--- src/rtl/vend_txn_sequencer.sv ---
`default_nettype none
// ============================================================================
// Module   : vend_txn_sequencer
// Brief    : Vending transaction controller - coin credit, price/stock check,
//            dispense/change sequencing, inventory counters, refund paths.
// Revision : 1.0  initial release
// ============================================================================
module vend_txn_sequencer #(
    parameter int PRICE1     = 10,
    parameter int PRICE2     = 20,
    parameter int PRICE3     = 40,
    parameter int INIT_STOCK = 9,
    parameter int TIMEOUT    = 16
) (
    input  logic       clk,
    input  logic       rst,
    input  logic       coin_valid,
    input  logic [5:0] coin_value,
    input  logic       sel_valid,
    input  logic [1:0] product_sel,
    input  logic       cancel,
    input  logic       restock,
    output logic       dispense,
    output logic [1:0] dispensed_sel,
    output logic       change_valid,
    output logic [5:0] change,
    output logic [5:0] credit,
    output logic [3:0] prod1_count,
    output logic [3:0] prod2_count,
    output logic [3:0] prod3_count,
    output logic       coin_reject,
    output logic       err,
    output logic [1:0] err_code,
    output logic       busy
);

    localparam logic [2:0] c_st_idle     = 3'd0;
    localparam logic [2:0] c_st_collect  = 3'd1;
    localparam logic [2:0] c_st_check    = 3'd2;
    localparam logic [2:0] c_st_dispense = 3'd3;
    localparam logic [2:0] c_st_change   = 3'd4;
    localparam logic [2:0] c_st_refund   = 3'd5;

    localparam int              c_tw         = $clog2(TIMEOUT + 1);
    localparam logic [c_tw-1:0] c_timer_last = c_tw'(TIMEOUT - 1);
    localparam logic [c_tw-1:0] c_timer_one  = c_tw'(1);

    localparam logic [5:0] c_price1     = 6'(PRICE1);
    localparam logic [5:0] c_price2     = 6'(PRICE2);
    localparam logic [5:0] c_price3     = 6'(PRICE3);
    localparam logic [3:0] c_init_stock = 4'(INIT_STOCK);

    localparam logic [1:0] c_ec_invalid   = 2'b01;
    localparam logic [1:0] c_ec_sold_out  = 2'b10;
    localparam logic [1:0] c_ec_no_credit = 2'b11;

    logic [2:0]       r_state, w_state_nxt;
    logic [5:0]       r_credit, w_credit_nxt;
    logic [c_tw-1:0]  r_timer, w_timer_nxt;
    logic [1:0]       r_sel, w_sel_nxt;
    logic [2:0][3:0]  r_cnt, w_cnt_nxt;
    logic             r_coin_reject, w_coin_reject_nxt;
    logic             r_err, w_err_nxt;
    logic [1:0]       r_err_code, w_err_code_nxt;

    logic [6:0]       w_coin_sum;
    logic             w_coin_ok;
    logic [5:0]       w_price;
    logic [3:0]       w_sel_cnt;
    logic [5:0]       w_remain;

    // 7-bit sum so an overflowing coin is seen and refused instead of wrapping
    assign w_coin_sum = {1'b0, r_credit} + {1'b0, coin_value};
    assign w_coin_ok  = ((r_state == c_st_idle) || (r_state == c_st_collect)) &&
                        coin_valid && !sel_valid && !cancel && (w_coin_sum <= 7'd63);

    always_comb begin
        w_price   = 6'd0;
        w_sel_cnt = 4'd0;
        case (r_sel)
            2'd0: begin w_price = c_price1; w_sel_cnt = r_cnt[0]; end
            2'd1: begin w_price = c_price2; w_sel_cnt = r_cnt[1]; end
            2'd2: begin w_price = c_price3; w_sel_cnt = r_cnt[2]; end
            default: begin w_price = 6'd0; w_sel_cnt = 4'd0; end
        endcase
    end

    assign w_remain = r_credit - w_price;

    always_ff @(posedge clk) begin
        if (rst) begin
            r_state       <= c_st_idle;
            r_credit      <= 6'd0;
            r_timer       <= '0;
            r_sel         <= 2'b00;
            r_cnt         <= {3{c_init_stock}};
            r_coin_reject <= 1'b0;
            r_err         <= 1'b0;
            r_err_code    <= 2'b00;
        end else begin
            r_state       <= w_state_nxt;
            r_credit      <= w_credit_nxt;
            r_timer       <= w_timer_nxt;
            r_sel         <= w_sel_nxt;
            r_cnt         <= w_cnt_nxt;
            r_coin_reject <= w_coin_reject_nxt;
            r_err         <= w_err_nxt;
            r_err_code    <= w_err_code_nxt;
        end
    end

    always_comb begin
        w_state_nxt       = r_state;
        w_credit_nxt      = r_credit;
        w_timer_nxt       = r_timer;
        w_sel_nxt         = r_sel;
        w_cnt_nxt         = r_cnt;
        w_coin_reject_nxt = coin_valid && !w_coin_ok;
        w_err_nxt         = 1'b0;
        w_err_code_nxt    = 2'b00;

        case (r_state)
            c_st_idle: begin
                w_timer_nxt = '0;
                if (restock) begin
                    w_cnt_nxt = {3{c_init_stock}};
                end
                if (sel_valid && (r_credit == 6'd0)) begin
                    w_err_nxt      = 1'b1;
                    w_err_code_nxt = c_ec_no_credit;
                end else if (w_coin_ok) begin
                    w_credit_nxt = w_coin_sum[5:0];
                    w_state_nxt  = c_st_collect;
                end
            end

            c_st_collect: begin
                if (cancel) begin
                    w_state_nxt = c_st_refund;
                end else if (sel_valid) begin
                    w_sel_nxt   = product_sel;
                    w_state_nxt = c_st_check;
                end else if (w_coin_ok) begin
                    w_credit_nxt = w_coin_sum[5:0];
                    w_timer_nxt  = '0;
                end else if (r_timer == c_timer_last) begin
                    w_state_nxt = c_st_refund;
                end else begin
                    w_timer_nxt = r_timer + c_timer_one;
                end
            end

            c_st_check: begin
                if (r_sel == 2'b11) begin
                    w_err_code_nxt = c_ec_invalid;
                end else if (w_sel_cnt == 4'd0) begin
                    w_err_code_nxt = c_ec_sold_out;
                end else if (r_credit < w_price) begin
                    w_err_code_nxt = c_ec_no_credit;
                end
                if (w_err_code_nxt != 2'b00) begin
                    w_err_nxt   = 1'b1;
                    w_timer_nxt = '0;
                    w_state_nxt = c_st_collect;
                end else begin
                    w_state_nxt = c_st_dispense;
                end
            end

            c_st_dispense: begin
                // Saturating decrement; CHECK already guarantees a non-empty slot
                if (w_sel_cnt != 4'd0) begin
                    case (r_sel)
                        2'd0:    w_cnt_nxt[0] = w_sel_cnt - 4'd1;
                        2'd1:    w_cnt_nxt[1] = w_sel_cnt - 4'd1;
                        2'd2:    w_cnt_nxt[2] = w_sel_cnt - 4'd1;
                        default: w_cnt_nxt    = r_cnt;
                    endcase
                end
                w_credit_nxt = w_remain;
                w_state_nxt  = (w_remain != 6'd0) ? c_st_change : c_st_idle;
            end

            c_st_change, c_st_refund: begin
                w_credit_nxt = 6'd0;
                w_state_nxt  = c_st_idle;
            end

            default: begin
                w_state_nxt  = c_st_idle;
                w_credit_nxt = 6'd0;
                w_timer_nxt  = '0;
            end
        endcase
    end

    assign dispense      = (r_state == c_st_dispense);
    assign dispensed_sel = dispense ? r_sel : 2'b00;
    assign change_valid  = (r_state == c_st_change) || (r_state == c_st_refund);
    assign change        = change_valid ? r_credit : 6'd0;
    assign credit        = r_credit;
    assign prod1_count   = r_cnt[0];
    assign prod2_count   = r_cnt[1];
    assign prod3_count   = r_cnt[2];
    assign coin_reject   = r_coin_reject;
    assign err           = r_err;
    assign err_code      = r_err_code;
    assign busy          = (r_state == c_st_check) || (r_state == c_st_dispense) ||
                           (r_state == c_st_change) || (r_state == c_st_refund);

endmodule
`default_nettype wire

--- config.mk ---
export PLATFORM = sky130hd
export DESIGN_NAME = vend_txn_sequencer
export DESIGN_NICKNAME = d
export VERILOG_FILES = /design/src/rtl/vend_txn_sequencer.sv
export SDC_FILE = /design/constraint.sdc
export NUM_CORES = 1
export LEC_CHECK = 0
export CELL_PAD_IN_SITES_DETAIL_PLACEMENT = 1
export CELL_PAD_IN_SITES_GLOBAL_PLACEMENT = 2
export CORE_MARGIN = 10
export CORE_UTILIZATION = 30
export DETAILED_ROUTE_END_ITERATION = 7
export PLACE_DENSITY = 0.8
export SYNTH_ARGS = -nofsm -noshare
export SYNTH_HDL_FRONTEND = slang
export SYNTH_SLANG_ARGS = --single-unit
--- constraint.sdc ---
create_clock -name clk -period 2.85 [get_ports clk]
set_clock_uncertainty 0.05 [all_clocks]
set_input_delay 0.4275 -clock clk [delete_from_list [all_inputs] [get_ports clk]]
set_output_delay 0.4275 -clock clk [all_outputs]
set_load 0.03 [all_outputs]
==> metrics.txt, run 1 <==
vias in the first global route 2,129; share of cells above drive strength 1 12.5%; setup TNS 0 ns; Die H 105 um; max_cap viols 0; Total Nets Final 341; post-synthesis cell area 2180 um2; Die X 105 um; Unique masters post-synth 60; Post-synth EDFFs 0; Power Dens Cells 395 nW/um2; Max VDD drop 0.208 mV; H-tree levels 2; Min-Delay Path Class register to register; final worst-path cycle share 91.2%; relative slew slack 65.6%; setup bufs post-CTS 0; pin count of the biggest net entering global routing 23; final WL 6810 um; Yosys warnings 0; #FFs+latches synth 32; # port buffers 46; post-synthesis sequential area ratio 29.4%; Period minus WS final 2.60 ns; # IOs 47; Worst Tran Pin Value 0.515 ns; mux cell area share after synthesis 5.98%; Synth Area in Adders 10.5%; Place WS -0.0927 ns; Worst R2R End r_timer[1]$_SDFFE_PP0P_; Tot GR Track Use 12.2%; status finished clean; Slew Limit Fails 0; core area 6910 um2; DR vias 2,044; initial antenna violation count 0; post-DR vias/cell 5.02; Max Fclk 385 MHz; first-pass GRT wire length 11,300 um; clock sink count 32; wire per inst 16.7 um; simple-gate share of the synthesized area 24.0%; Setup crit end kind register; Worst setup SP type input pin; total gr overflow 0; Num CTS Buffers 5; final hold violations 0; asr flop ratio synth 0%; DR iter-0 viols 62; Worst R2R Setup Slack 0.29 ns; Critical Path AT 2.73 ns; # diodes 0; RR Startpoint r_sel[0]$_SDFFE_PP0P_; Area Overhead vs Synth 33.1%; Synth Area per Inst 8.57 um2; Leak 0.00112 uW; largest family of logic cells by synthesized area simple AND/OR/NAND/NOR gates; die footprint 11,100 um2; initial core utilization 31.5%; largest fanout on the critical path 5; Hold Startpoint r_timer[4]$_SDFFE_PP0P_; terminating pin of the worst hold path r_timer[4]$_SDFFE_PP0P_; Crit path required time 2.99 ns; post-cts sizing count 0; Post-DP HPWL 5510 um; Synth Flop Type dfxtp_1; Max Buffers Root-to-Sink 2; drt drc 0; syn_nets 285; Row Count 30; gp weighted congestion 0.804; WS Path Type input pin to register; final setup violation count 0; reg2reg path depth 8; Post-Syn Instances 254; Final Worst Setup Slack 0.252 ns; Post-CTS Hold Fix Bufs 0; FILL cells 854; CTS tree yes; Hold Path Stages 2; Clock transition at path regs 0.07 ns; Post-Synth XOR/XNOR Area 2.01%; compound-gate portion of the synthesized area 23.1%; unrepaired setup endpoints after global routing no; clk_lat worst skew 0.29 ns; DRT Pass-1 Iters 4; Root Buffer clkbuf_8; Final ANT Viol Nets 0
## sequential cells by signal, summed over array words and instances (netlist names)
| signal | cells |
|---|---|
| coin_reject | 1 |
| credit | 6 |
| err | 1 |
| err_code | 2 |
| prod1_count | 4 |
| prod2_count | 4 |
| prod3_count | 4 |
| r_sel | 2 |
| r_state | 3 |
| r_timer | 5 |
## layer usage
layer / wire, um / track usage (%) / vias up
met5: 0 / 0 / -
met4: 73 / 3.82 / 0
met3: 212 / 2.58 / 4
met2: 3130 / 18.9 / 30
met1: 3390 / 16.5 / 978
li1: - / - / 1032
## worst max-delay path, cell delays in order
cell and delay (ns):
clkdlybuf4s50_1 0.47, ha_1 0.17, inv_1 0.05, fa_1 0.39, nor2b_1 0.19, o31a_1 0.18
o21ai_2 0.10, a21oi_1 0.20, buf_4 0.17, nand4_1 0.20, o32ai_1 0.18
## metrics by stage
stage               utilization [%]  std cells  hold slack, ns  total power, uW  cell area [um2]
floorplan                         -        254           0.395              670             2180
global placement               40.6        399           0.432              780             2810
detailed placement             40.6        399           0.432              781             2810
CTS                            42.0        407           0.444             1150             2900
global route                   42.0        407           0.481             1200             2900
finish                         42.0        407           0.441             1150             2900
## worst max path at each step
stage / to / slack (ns) / cells after the start / from
detailed placement: r_timer[2]$_SDFFE_PP0P_ / -0.09 / 11 / coin_value[0]
finish: r_timer[2]$_SDFFE_PP0P_ / 0.25 / 11 / coin_value[0]
global route: r_timer[2]$_SDFFE_PP0P_ / 0.05 / 11 / coin_value[0]
global placement: r_timer[0]$_SDFFE_PP0P_ / 0.08 / 11 / coin_value[0]
floorplan: credit[5]$_SDFFE_PP0P_ / 0.43 / 9 / credit[0]$_SDFFE_PP0P_
CTS: r_timer[2]$_SDFFE_PP0P_ / 0.22 / 11 / coin_value[0]
## cell usage after synthesis, drive strengths merged (4+ instances only)
cell | count | area [um2]
nand3 | 8 | 40.0
nor2b | 6 | 37.5
nor3 | 15 | 75.1
o21ai | 8 | 43.8
and2 | 9 | 57.6
nand2 | 14 | 52.6
nor2 | 20 | 75.1
a21oi | 22 | 110
or3 | 4 | 25.0
ha | 15 | 188
buf | 5 | 30.0
inv | 15 | 56.3
dfxtp | 32 | 641
mux2i | 13 | 130
clkbuf | 6 | 22.5
## power by group
part / internal [uW] / total [uW] / switching [uW]
Sequential: 462 / 478 / 15.5
Clock: 193 / 375 / 182
Combinational: 129 / 293 / 164
Total: 783 / 1150 / 362
## kinds of logic after synthesis
group | count (synthesis)
AO/OA/AOI/OAI | 64
multiplexers | 13
AND/OR/NAND/NOR | 97
adder cells (fa/ha/maj) | 17
buffers and inverters | 26
XOR/XNOR | 5
flip-flops | 32
## final cells by class
class,count,area [um2],share of cell area (%)
Clock buffer,6,82.6,2.85
Clock inverter,2,10.0,0.345
Inverter,15,56.3,1.94
Multi-Input combinational cell,196,1430,49.3
Sequential cell,32,641,22.1
Tap cell,96,120,4.15
Timing Repair Buffer,60,561,19.3
## layout by cell type, fill, tap and decap left out, types with 4 or more instances in the layout
| cell type | synthesis | layout |
|---|---|---|
| nand3_1 | 8 | 8 |
| or3_1 | 4 | 4 |
| a21oi_1 | 22 | 22 |
| clkdlybuf4s50_1 | 0 | 44 |
| buf_4 | 0 | 16 |
| mux2i_1 | 13 | 13 |
| nor3_1 | 15 | 15 |
| nand2_1 | 14 | 14 |
| and2_1 | 8 | 8 |
| dfxtp_1 | 32 | 32 |
| nor2b_1 | 6 | 6 |
| o21ai_0 | 7 | 7 |
| clkbuf_8 | 0 | 6 |
| nor2_1 | 20 | 20 |
| inv_1 | 15 | 15 |
| ha_1 | 15 | 15 |
(Power assumes the default switching activity.)
==> run 2: changes to the inputs <==
--- a/config.mk
+++ b/config.mk
@@ -8,9 +8,11 @@
 export CELL_PAD_IN_SITES_DETAIL_PLACEMENT = 1
 export CELL_PAD_IN_SITES_GLOBAL_PLACEMENT = 2
 export CORE_MARGIN = 10
-export CORE_UTILIZATION = 30
+export CORE_UTILIZATION = 31
+export CTS_BUF_LIST = sky130_fd_sc_hd__clkbuf_2 sky130_fd_sc_hd__clkbuf_4 sky130_fd_sc_hd__clkbuf_8
+export CTS_CLUSTER_DIAMETER = 80
 export DETAILED_ROUTE_END_ITERATION = 7
-export PLACE_DENSITY = 0.8
+export PLACE_DENSITY = 0.82
 export SYNTH_ARGS = -nofsm -noshare
 export SYNTH_HDL_FRONTEND = slang
 export SYNTH_SLANG_ARGS = --single-unit
==> run 2 against run 1 <==
Against the previous run:
- combinational power down 2%
- worst setup slack worse by 0.016 ns
- via count down 2.1%
- global-route usage down 0.20 points
- critical path type is now register to output port
- largest cell class unchanged
==> metrics.txt, run 2 (synthesized netlist as in run 1, its figures left out) <==
drt drc 0 (unchanged); clock sink count 32 (unchanged); Root Buffer clkbuf_8 (unchanged); FF+latch area 641 um2 (unchanged); area taken by multi-input logic gates 1430 um2 (unchanged); initial core utilization 32.0% (was 31.5%); final setup violation count 0 (unchanged); commonest cells after routing, fill and taps aside 44 x clkdlybuf4s50_1, 32 x dfxtp_1, 22 x a21oi_1 (unchanged); switching share of power 28.6% (was 31.6%); met3 Use GR 2.79% (was 2.58%); number of flip-flops in the largest register 6 (unchanged); Setup crit end kind output port (was register); status finished clean (unchanged); Period minus WS final 2.61 ns (was 2.60 ns); unrepaired setup endpoints after global routing no (unchanged); Crit path required time 2.37 ns (was 2.99 ns); die footprint 10,800 um2 (was 11,100 um2); register share of total power 38.1% (was 41.7%); Post-DP HPWL 5280 um (was 5510 um); DR iter-0 viols 74 (was 62); final WL 6580 um (was 6810 um); final core occ 42.9% (was 42.0%); Worst setup SP type register (was input pin); Hold WS 0.438 ns (was 0.441 ns); Worst Tran Pin Value 0.520 ns (was 0.515 ns); # port buffers 46 (unchanged); GRT Max-Usage Layer met2 (unchanged); Final ANT Viol Nets 0 (unchanged); share of cells above drive strength 1 12.0% (was 12.5%); Row Count 30 (unchanged); wire per inst 16.2 um (was 16.7 um); fin cells 405 (was 407); switching power 359 uW (was 362 uW); DRT Pass-1 Iters 4 (unchanged); most common cell after layout, fill and taps aside clkdlybuf4s50_1 (unchanged); Critical Path AT 2.14 ns (was 2.73 ns); pin count of the biggest net entering global routing 23 (unchanged); final worst-path cycle share 91.7% (was 91.2%); setup TNS 0 ns (unchanged); Clk network pwr share 39.0% (was 32.7%); Leak 0.00113 uW (was 0.00112 uW); combinational power share 22.9% (was 25.6%); FILL cells 792 (was 854); post-cts sizing count 0 (unchanged); Tot GR Track Use 12.0% (was 12.2%); GRT met2 Usage 18.6% (was 18.9%); Power Dens Cells 431 nW/um2 (was 395 nW/um2); core area 6790 um2 (was 6910 um2); Area Overhead vs Synth 34.0% (was 33.1%); final hold violations 0 (unchanged); DR vias 2,001 (was 2,044); post-DR vias/cell 4.94 (was 5.02); Slew Limit Fails 0 (unchanged); Max Buffers Root-to-Sink 2 (unchanged); Die X 104 um (was 105 um); Max VDD drop 0.138 mV (was 0.208 mV); initial antenna violation count 0 (unchanged); CTS tree yes (unchanged); met1 usage 16.2% (was 16.5%); vias in the first global route 2,049 (was 2,129); Clock transition at path regs 0.07 ns (about the same); Die H 104 um (was 105 um); internal power 898 uW (was 783 uW); # diodes 0 (unchanged); # IOs 47 (unchanged); max_cap viols 0 (unchanged); Total Power 1260 uW (was 1150 uW); Post-CTS Hold Fix Bufs 0 (unchanged); gp weighted congestion 0.848 (was 0.804); first-pass GRT wire length 10,900 um (was 11,300 um); largest fanout on the critical path 12 (was 5); Min-Delay Path Class register to register (unchanged); H-tree levels 2 (unchanged); Placed Cells 397 (was 399); total gr overflow 0 (unchanged); relative slew slack 65.2% (was 65.6%); WS Path Type register to output port (was input pin to register); Num CTS Buffers 5 (unchanged); Total Nets Final 339 (was 341); clk_lat worst skew 0.29 ns (about the same); setup bufs post-CTS 0 (unchanged); Max Fclk 383 MHz (was 385 MHz)
==> run 2: worst paths after layout <==
| path | endpoint | slack [ns] | startpoint | cells after the start |
|---|---|---|---|---|
| setup / recovery | dispense | 0.24 | r_state[1]$_SDFFE_PP0P_ | 4 |
| hold reg to reg | r_timer[3]$_SDFFE_PP0P_ | 0.44 | r_timer[3]$_SDFFE_PP0P_ | 2 |
| setup reg to reg | r_timer[4]$_SDFFE_PP0P_ | 0.35 | r_sel[0]$_SDFFE_PP0P_ | 8 |
| hold / removal | r_timer[3]$_SDFFE_PP0P_ | 0.44 | r_timer[3]$_SDFFE_PP0P_ | 2 |
==> run 2: layer usage <==
metal / wire, um / vias to the layer above / share of wire (%)
met5: 0 / - / 0
met4: 55 / 0 / 0.84
met3: 208 / 4 / 3.2
met2: 2930 / 26 / 44
met1: 3390 / 941 / 51
li1: - / 1030 / -
==> run 2: power by group through the flow <==
stage / clock network (uW) / logic [uW] / registers, uW
floorplan: 0 / 163 / 507
finish: 490 / 288 / 479
CTS: 509 / 289 / 479
global placement: 0 / 287 / 490
detailed placement: 0 / 287 / 490
global route: 525 / 317 / 482
==> run 2: critical path, stage by stage (launching register included) <==
cell	delay, ns
dfxtp_1	0.57
nand2_1	0.18
or2_0	0.28
inv_1	0.13
clkdlybuf4s50_1	0.68
==> run 2: cell type report <==
| class | count | share of cell area, % |
|---|---|---|
| clock buffer | 7 | 3.30 |
| tap | 96 | 4.12 |
| multi-input combinational | 196 | 48.9 |
| sequential | 32 | 22.0 |
| inverter | 15 | 1.93 |
| timing repair buffer | 58 | 18.7 |
| clock inverter | 1 | 1.03 |
==> run 2: per-stage QoR <==
step	setup WS, ns	area [um2]
2_1_floorplan	0.427	2180
3_3_place_gp	0.0887	2790
3_5_place_dp	-0.0113	2790
4_1_cts	0.225	2920
5_1_grt	0.0989	2920
6_report	0.237	2920
==> run 3: changes to the inputs <==
--- a/config.mk
+++ b/config.mk
@@ -5,10 +5,11 @@
 export SDC_FILE = /design/constraint.sdc
 export NUM_CORES = 1
 export LEC_CHECK = 0
+export ABC_AREA = 1
 export CELL_PAD_IN_SITES_DETAIL_PLACEMENT = 1
 export CELL_PAD_IN_SITES_GLOBAL_PLACEMENT = 2
 export CORE_MARGIN = 10
-export CORE_UTILIZATION = 31
+export CORE_UTILIZATION = 29
 export CTS_BUF_LIST = sky130_fd_sc_hd__clkbuf_2 sky130_fd_sc_hd__clkbuf_4 sky130_fd_sc_hd__clkbuf_8
 export CTS_CLUSTER_DIAMETER = 80
 export DETAILED_ROUTE_END_ITERATION = 7
==> run 3 against run 2 <==
Against the previous run:
- combinational power up 110%
- sequential power rose by 12%
- critical path depth unchanged
- area after synthesis is 7.9% higher
- register-to-register slack better by 0.09 ns
- via count grew 20%
- utilization fell by 4.3 points
- critical endpoint unchanged
- global-route usage grew 1.0 points
- power up 20%
- non-clock buffer count fell by 10
- sequential cell count did not move
- largest cell class unchanged
- largest power group is now combinational logic
==> metrics.txt, run 3 <==
status finished clean (unchanged); Post-synth EDFFs 0 (unchanged); core area 7810 um2 (was 6790 um2); post-synthesis cell area 2350 um2 (was 2180 um2); Leak 0.00144 uW (was 0.00113 uW); reg2reg path depth 11 (was 8); initial core utilization 30.1% (was 32.0%); Row Count 32 (was 30); setup TNS 0 ns (unchanged); final hold violations 0 (unchanged); Post-Syn Instances 349 (was 254); first-pass GRT wire length 12,600 um (was 10,900 um); Root Buffer clkbuf_8 (unchanged); Critical Path AT 2.07 ns (was 2.14 ns); Num CTS Buffers 5 (unchanged); final core occ 38.6% (was 42.9%); FILL cells 1,008 (was 792); Setup crit end kind output port (unchanged); # port buffers 46 (unchanged); Unique masters post-synth 34 (was 60); commonest cells after routing, fill and taps aside 71 x nand2_1, 50 x inv_1, 48 x nor2_1 (was 44 x clkdlybuf4s50_1, 32 x dfxtp_1, 22 x a21oi_1); asr flop ratio synth 0% (unchanged); number of flip-flops in the largest register 6 (unchanged); Post-CTS Hold Fix Bufs 0 (unchanged); clock sink count 32 (unchanged); Synth area leaders dfxtp_1 27%, nand2_1 11%, ha_1 8.0% (was dfxtp_1 29%, ha_1 8.6%, mux2i_1 6.0%); initial antenna violation count 0 (unchanged); relative slew slack 73.5% (was 65.2%); # IOs 47 (unchanged); Worst R2R Setup Slack 0.44 ns (was 0.35 ns); Area Overhead vs Synth 28.4% (was 34.0%); pin count of the biggest net entering global routing 20 (was 23); crit path from r_state[2]$_SDFFE_PP0P_ (was r_state[1]$_SDFFE_PP0P_); Hold WS 0.439 ns (was 0.438 ns); setup bufs post-CTS 0 (unchanged); Max VDD drop 0.198 mV (was 0.138 mV); Die H 110 um (was 104 um); Total Nets Final 430 (was 339); Slew Limit Fails 0 (unchanged); wire per inst 15.2 um (was 16.2 um); post-cts sizing count 0 (unchanged); Worst setup endpoint dispense (unchanged); fin cells 502 (was 405); Commonest cells post-synth 71 x nand2_1, 50 x inv_1, 48 x nor2_1 (was 32 x dfxtp_1, 22 x a21oi_1, 20 x nor2_1); Period minus WS final 2.55 ns (was 2.61 ns); RR Startpoint r_sel[0]$_SDFFE_PP0P_ (unchanged); Synth Area per Inst 6.73 um2 (was 8.57 um2); CTS tree yes (unchanged); Max Buffers Root-to-Sink 2 (unchanged); H-tree levels 2 (unchanged); Worst Tran Pin Value 0.397 ns (was 0.520 ns); most area-hungry cell type in the Yosys netlist dfxtp_1 (unchanged); Post-DP HPWL 6190 um (was 5280 um); final setup violation count 0 (unchanged); #FFs+latches synth 32 (unchanged); share of cells above drive strength 1 11.0% (was 12.0%); Yosys top cell area share 27.3% (was 29.4%); largest fanout on the critical path 11 (was 12); Synth Flop Type dfxtp_1 (unchanged); Power Dens Cells 501 nW/um2 (was 431 nW/um2); syn_nets 380 (was 285); Worst R2R End r_timer[0]$_SDFFE_PP0P_ (was r_timer[4]$_SDFFE_PP0P_); # diodes 0 (unchanged); count leader, synth nand2_1 (was dfxtp_1); WS Path Type register to output port (unchanged); clk_lat worst skew 0.29 ns (about the same); Placed Cells 494 (was 397); post-synthesis sequential area ratio 27.3% (was 29.4%); Yosys warnings 0 (unchanged); Min-Delay Path Class register to register (unchanged); DR iter-0 viols 46 (was 74); post-DR vias/cell 4.79 (was 4.94); Tot GR Track Use 13.0% (was 12.0%); unrepaired setup endpoints after global routing no (unchanged); gp weighted congestion 0.829 (was 0.848); Max Fclk 392 MHz (was 383 MHz); Worst setup SP type register (unchanged); die footprint 12,100 um2 (was 10,800 um2); DR vias 2,404 (was 2,001); Crit path required time 2.37 ns (about the same); DRT Pass-1 Iters 4 (unchanged); Final ANT Viol Nets 0 (unchanged); drt drc 0 (unchanged); max_cap viols 0 (unchanged); vias in the first global route 2,579 (was 2,049); Clock transition at path regs 0.07 ns (about the same); total gr overflow 0 (unchanged); most common cell after layout, fill and taps aside nand2_1 (was clkdlybuf4s50_1); final WL 7630 um (was 6580 um); Hold Path Stages 2 (unchanged); final worst-path cycle share 89.5% (was 91.7%); Die X 110 um (was 104 um)
[run 3: changes by cell type after synthesis, moves of 10 or more]
| cell | before | now |
|---|---|---|
| o21ai_0 | 7 | 17 |
| mux2i_1 | 13 | 0 |
| nand3_1 | 8 | 30 |
| nor3_1 | 15 | 4 |
| nor2_1 | 20 | 48 |
| inv_1 | 15 | 50 |
| nand2_1 | 14 | 71 |
[run 3: cells by family after synthesis]
logic type               Yosys count  synth area share, %
AO/OA/AOI/OAI                     47                 11.6
XOR/XNOR                           5                 1.87
adder cells (fa/ha/maj)           17                 9.70
buffers and inverters             61                 10.2
flip-flops                        32                 27.3
AND/OR/NAND/NOR                  187                 39.4
[run 3: power by group]
part	internal, uW	leakage, uW	switching [uW]	total (uW)
logic	232	0.00113	371	604
clock network	193	0.0000510	175	368
registers	491	0.000262	47.1	538
total	916	0.00144	594	1510
[run 3: cell type report]
cell class	instances	area [um2]	share of cell area [%]
clock inverters	2	10.0	0.332
clock buffers	6	82.6	2.74
repair buffers	48	475	15.8
multi-input cells	256	1470	48.7
flip-flops and latches	32	641	21.2
well taps	102	128	4.23
inverters	56	210	6.97
[run 3: per-stage QoR]
step / power, uW / worst slack (ns) / area, um2
final: 1510 / 0.299 / 3020
after global routing: 1620 / 0.140 / 3020
after detailed placement: 1160 / 0.281 / 2920
after CTS: 1530 / 0.260 / 3020
after global placement: 1150 / 0.324 / 2920
after floorplan: 947 / 0.783 / 2350
[run 3: how the worst min path moves through the flow]
| stage | from | to | slack (ns) |
|---|---|---|---|
| 2_1_floorplan | r_timer[4]$_SDFFE_PP0P_ | r_timer[4]$_SDFFE_PP0P_ | 0.41 |
| 3_3_place_gp | r_timer[4]$_SDFFE_PP0P_ | r_timer[4]$_SDFFE_PP0P_ | 0.42 |
| 3_5_place_dp | r_timer[4]$_SDFFE_PP0P_ | r_timer[4]$_SDFFE_PP0P_ | 0.43 |
| 4_1_cts | r_timer[4]$_SDFFE_PP0P_ | r_timer[4]$_SDFFE_PP0P_ | 0.45 |
| 5_1_grt | r_timer[4]$_SDFFE_PP0P_ | r_timer[4]$_SDFFE_PP0P_ | 0.48 |
| 6_report | r_timer[4]$_SDFFE_PP0P_ | r_timer[4]$_SDFFE_PP0P_ | 0.44 |
[run 3: metal layers]
layer	global-route usage (%)	vias to the layer above	wire length, um
li1	-	1220	-
met1	15.1	1139	3340
met2	23.3	35	3830
met3	3.37	10	362
met4	3.35	0	92
met5	0	-	0
[run 3: critical path, cell delays in order (launching register included)]
cell,delay [ns]
dfxtp_1,0.32
inv_1,0.14
nand3_2,0.27
inv_2,0.32
clkdlybuf4s50_1,0.73
